$ cat src/rtl/mux_scan_ctrl.sv
//==============================================================================
// Module      : mux_scan_ctrl
// Description : Sequencer for a 4:1 mux. Drives the select, holds each
//               channel for SETTLE_CYCLES, samples the mux output once per
//               channel, and delivers the 4-bit snapshot over valid/ready.
//               Supports single-shot and continuous scanning, a synchronous
//               abort, and a start-while-busy error pulse.
// Ports       : clk, rst_n (async, active low)
//               start, abort, continuous, ready : control inputs
//               mux_out                         : mux data under control
//               sel[1:0]                        : select driven to the mux
//               sample[3:0], valid              : snapshot and its qualifier
//               busy, start_err                 : status
//               frame_cnt[CNT_W-1:0]            : accepted snapshots (wraps)
// Revision    : 1.0 - initial release
//==============================================================================
`default_nettype none

module mux_scan_ctrl #(
    parameter int unsigned SETTLE_CYCLES = 1,
    parameter int unsigned CNT_W         = 8
) (
    input  logic             clk,
    input  logic             rst_n,
    input  logic             start,
    input  logic             abort,
    input  logic             continuous,
    input  logic             mux_out,
    input  logic             ready,
    output logic [1:0]       sel,
    output logic [3:0]       sample,
    output logic             valid,
    output logic             busy,
    output logic             start_err,
    output logic [CNT_W-1:0] frame_cnt
);

    typedef enum logic [1:0] {
        S_IDLE    = 2'd0,
        S_SETTLE  = 2'd1,
        S_CAPTURE = 2'd2,
        S_OUTPUT  = 2'd3
    } state_t;

    // Settle counter value on the last SETTLE cycle of a channel.
    localparam logic [7:0]       C_SETTLE_LAST = 8'(SETTLE_CYCLES - 1);
    localparam logic [CNT_W-1:0] C_FRAME_ONE   = {{(CNT_W-1){1'b0}}, 1'b1};

    state_t           state_q;
    logic [7:0]       cnt_q;
    logic [3:0]       shadow_q;
    logic [1:0]       sel_q;
    logic [3:0]       sample_q;
    logic             valid_q;
    logic             busy_q;
    logic             start_err_q;
    logic [CNT_W-1:0] frame_cnt_q;

    always_ff @(posedge clk or negedge rst_n) begin
        if (!rst_n) begin
            state_q     <= S_IDLE;
            cnt_q       <= 8'd0;
            shadow_q    <= 4'd0;
            sel_q       <= 2'd0;
            sample_q    <= 4'd0;
            valid_q     <= 1'b0;
            busy_q      <= 1'b0;
            start_err_q <= 1'b0;
            frame_cnt_q <= '0;
        end else begin
            // A start seen outside IDLE is dropped but flagged for one cycle.
            start_err_q <= start && (state_q != S_IDLE);

            if (abort) begin
                // Abort wins over any handshake; sample keeps its last value.
                state_q <= S_IDLE;
                sel_q   <= 2'd0;
                cnt_q   <= 8'd0;
                valid_q <= 1'b0;
                busy_q  <= 1'b0;
            end else begin
                case (state_q)
                    S_IDLE: begin
                        sel_q <= 2'd0;
                        if (start) begin
                            cnt_q    <= 8'd0;
                            shadow_q <= 4'd0;
                            busy_q   <= 1'b1;
                            state_q  <= S_SETTLE;
                        end
                    end
                    S_SETTLE: begin
                        cnt_q <= cnt_q + 8'd1;
                        if (cnt_q == C_SETTLE_LAST) begin
                            state_q <= S_CAPTURE;
                        end
                    end
                    S_CAPTURE: begin
                        shadow_q[sel_q] <= mux_out;
                        if (sel_q != 2'd3) begin
                            sel_q   <= sel_q + 2'd1;
                            cnt_q   <= 8'd0;
                            state_q <= S_SETTLE;
                        end else begin
                            // Channel 3 goes straight into the snapshot.
                            sample_q <= {mux_out, shadow_q[2:0]};
                            valid_q  <= 1'b1;
                            state_q  <= S_OUTPUT;
                        end
                    end
                    S_OUTPUT: begin
                        if (ready) begin
                            valid_q     <= 1'b0;
                            frame_cnt_q <= frame_cnt_q + C_FRAME_ONE;
                            sel_q       <= 2'd0;
                            cnt_q       <= 8'd0;
                            if (continuous) begin
                                state_q <= S_SETTLE;
                            end else begin
                                busy_q  <= 1'b0;
                                state_q <= S_IDLE;
                            end
                        end
                    end
                    default: begin
                        state_q <= S_IDLE;
                        busy_q  <= 1'b0;
                        valid_q <= 1'b0;
                        sel_q   <= 2'd0;
                    end
                endcase
            end
        end
    end

    assign sel       = sel_q;
    assign sample    = sample_q;
    assign valid     = valid_q;
    assign busy      = busy_q;
    assign start_err = start_err_q;
    assign frame_cnt = frame_cnt_q;

endmodule

`default_nettype wire

$ cat config.mk
export PLATFORM = sky130hd
export DESIGN_NAME = mux_scan_ctrl
export DESIGN_NICKNAME = d
export VERILOG_FILES = /design/src/rtl/mux_scan_ctrl.sv
export SDC_FILE = /design/constraint.sdc
export NUM_CORES = 1
export LEC_CHECK = 0
export CAP_MARGIN = 20
export CORE_MARGIN = 5
export CORE_UTILIZATION = 53
export DETAILED_ROUTE_END_ITERATION = 16
export PLACE_DENSITY_LB_ADDON = 0.15
export REMOVE_ABC_BUFFERS = 1
export SETUP_SLACK_MARGIN = 0.02
export SLEW_MARGIN = 0
export SYNTH_ARGS = -nofsm -noshare
export SYNTH_HDL_FRONTEND = slang
export SYNTH_SLANG_ARGS = --single-unit
export TNS_END_PERCENT = 50
$ cat constraint.sdc
create_clock -name clk -period 1.7 [get_ports clk]
set_input_delay 0.255 -clock clk [delete_from_list [all_inputs] [get_ports clk]]
set_output_delay 0.255 -clock clk [all_outputs]
set_load 0.005 [all_outputs]
==> summary.txt <==
Outcome
  • Run status: completed

Drt
  • Via/cell ratio: around 5.7
  • DRT Pass-1 Iters: 4
  • DRT antenna net count: 0
  • 1st-iter DRT viols: 56
  • Final WL: 3200 um
  • WL/cell: about 14 um
  • Routed via count: 1262
  • # DRC: 0

Yosys
  • Top-count cell post-synth: dfrtp_1
  • Netlist cell types: between 40 and 50
  • #FFs+latches synth: 30
  • Synth Area in Simple Gates: 0.222
  • Gate Count Post-Synth: 150
  • Top cells by area, synth: dfrtp_1 (48%), ha_1 (5.6%), mux2_2 (3.6%), nor2_1 (3.1%), a21oi_1 (2.9%)
  • Compound-cell area share of the yosys netlist: 0.103
  • Share of Yosys cell area claimed by the top area cell type: 0.476
  • Fraction of the mapped netlist area in adder cells: 0.0555
  • Post-Syn Area: 1580 um2
  • Synth cell count leaders: dfrtp_1 (30), nor2_1 (13), a21oi_1 (9)
  • Post-synth top area cell: dfrtp_1
  • Synth Area in XOR/XNOR: 0.0500
  • Post-synth EDFFs: 0
  • Seq/Total Area, Yosys: 0.476
  • Ys flop type: dfrtp_1
  • Mean post-synth cell area: 10.5 um2
  • Ys Warns: 0
  • Mux contribution to synthesized area: 0.0611
  • Largest family of logic cells by synthesized area: simple AND/OR/NAND/NOR gates
  • Async SR Flop Fraction: 1.00

Die
  • Initial Utilization: 0.562
  • Die area: around 4200 um2
  • IO Pins: 24
  • Core Area: 2810 um2
  • Core Rows: 19
  • Die Wd: around 65 um
  • Die Ht: 64.6 um

Timing
  • Final setup violation count: 0
  • Final min period: approximately 1.6 ns
  • FMAX: just over 0.6 GHz
  • Final Hold Viols: 0
  • Clock Skews: between 0.007 and 0.008 ns
  • Total negative slack: 0 ns
  • Pins Over Slew Limit: 0
  • Crit share post-route: 0.949
  • Slew @ Worst Pin: 0.436 ns
  • Slew Limit Headroom: 0.702
  • RSZ-0062 raised after global routing: false

Placed design
  • DPL Wire Length: ~2400 um
  • Placed cell area: approximately 1900 um2
  • I/O Buffers: 23
  • Routability Congestion: ~0.81

Power and ir drop
  • Static leakage: roughly 0.94 nW
  • VDD IR max: about 580 uV
  • Power per cell area: approximately 710 nW/um2

Worst setup path
  • Worst Setup SP: cnt_q[1]
  • Critical path class: reg -> reg
  • CP max stage cell: dfrtp_1
  • Crit end category: flip-flop
  • CP Data Required Time: between 1.5 and 2 ns
  • CP max FO: 5
  • Crit path launch type: flip-flop
  • Worst path max stage delay: 0.45 ns
  • Worst path cell trace: inv_1 > ha_1 > or4b_1 > nor4_2 > o22ai_1
  • FF-to-FF Start: cnt_q[1]
  • CP arrival: about 1.8 ns

Flow run
  • MaxCap Viol Count: 0

Global route
  • GRT Overall Usage: 0.176
  • First-pass GRT wire length: 5680 um
  • Total grt overflow: 0
  • Vias in the first global route: ~1200
  • Initial antenna violation count: 0
  • Largest net degree at the start of global routing: 31

Final layout
  • Fill cells: approximately 200
  • Inserted Diodes: 0
  • Design area: about 2000 um2
  • Nets: between 200 and 250
  • Share of layout cells above drive strength 1: 0.177
  • Area Growth Syn to Fin: 27.2%

Clock network
  • CTS Sinks: 30
  • H-tree level count: 2
  • Clock transition at path regs: approximately 0.10 ns
  • Worst-Skew Late Latency: 0.33 ns
  • CTS tree: done
  • Root Driver: clkbuf_4
  • Clk buf depth: 2
  • CTS buffer count: 5

Worst hold path
  • Hold crit path type: in -> async
## flip-flops by register name (all words and copies together), names as in the netlist
signal	cells
shadow_q	3
sample	4
cnt_q	8
valid	1
state_q	2
frame_cnt	8
busy	1
start_err	1
sel	2
## final timing paths
path / to / slack [ns] / depth (start not counted)
min reg2reg: frame_cnt[7] / 0.47 / 1
max in group asynchronous: state_q[0] / 1.11 / 2
min: cnt_q[3] / 0.30 / 2
max: state_q[0] / 0.09 / 5
max reg2reg: state_q[0] / 0.09 / 5
min in group clk: frame_cnt[7] / 0.47 / 1
## layer usage
layer,up-vias,GRT usage,share of wire
met3,9,0.0691,0.062
met4,0,0.0712,0.022
li1,617,-,-
met2,36,0.273,0.47
met5,-,0,0
met1,600,0.220,0.45
## final cells by class
cell class	count	area, um2	share of cell area
multi-input combinational	109	776	0.387
clock buffer	6	51.3	0.0256
clock inverter	2	12.5	0.00623
timing repair buffer	40	358	0.178
inverter	5	18.8	0.00935
tap	31	38.8	0.0193
sequential	30	752	0.375
## cells by family after synthesis
logic type / Yosys count
compound gates: 25
xor+xnor: 9
fa+ha+maj: 7
buf+inv: 11
flops: 30
mux: 9
simple gates: 59
## where the power goes
group / switching (mW) / internal, mW
clock network: 0.258 / 0.199
registers: 0.0355 / 0.741
logic: 0.0910 / 0.102
total: 0.384 / 1.04
## worst max-delay path: cells and delay by family (launching register included)
family | cells | cell delay (ns)
simple gates | 2 | 0.71
flops | 1 | 0.45
fa+ha+maj | 1 | 0.14
compound gates | 1 | 0.12
buf+inv | 1 | 0.08
## through the flow
| step | hold WS, ns | total power [mW] | util | setup WS, ns | cells |
|---|---|---|---|---|---|
| floorplan | -0.0406 | 0.861 | - | 0.118 | 144 |
| global placement | 0.456 | 0.976 | 0.692 | -0.0747 | 215 |
| detailed placement | 0.456 | 0.986 | 0.692 | -0.125 | 215 |
| CTS | 0.294 | 1.44 | 0.715 | 0.0942 | 223 |
| global route | 0.317 | 1.51 | 0.715 | 0.0276 | 223 |
| finish | 0.298 | 1.43 | 0.715 | 0.0863 | 223 |
## what timing repair did
action,4_1_cts,5_1_grt
gates resized for setup,0,1
endpoints found under the setup margin,0,4
hold buffers,0,0
setup buffers,0,0
## layout by cell type, fill, tap and decap left out, drive strengths merged, types with 6 or more instances in the layout
| cell type | n |
|---|---|
| nand3 | 7 |
| clkbuf | 6 |
| dfrtp | 30 |
| nor3 | 6 |
| nand2 | 7 |
| buf | 17 |
| ha | 7 |
| clkdlybuf4s50 | 23 |
| a21oi | 9 |
| nor2 | 13 |
Power figures use the tool's default switching activity.
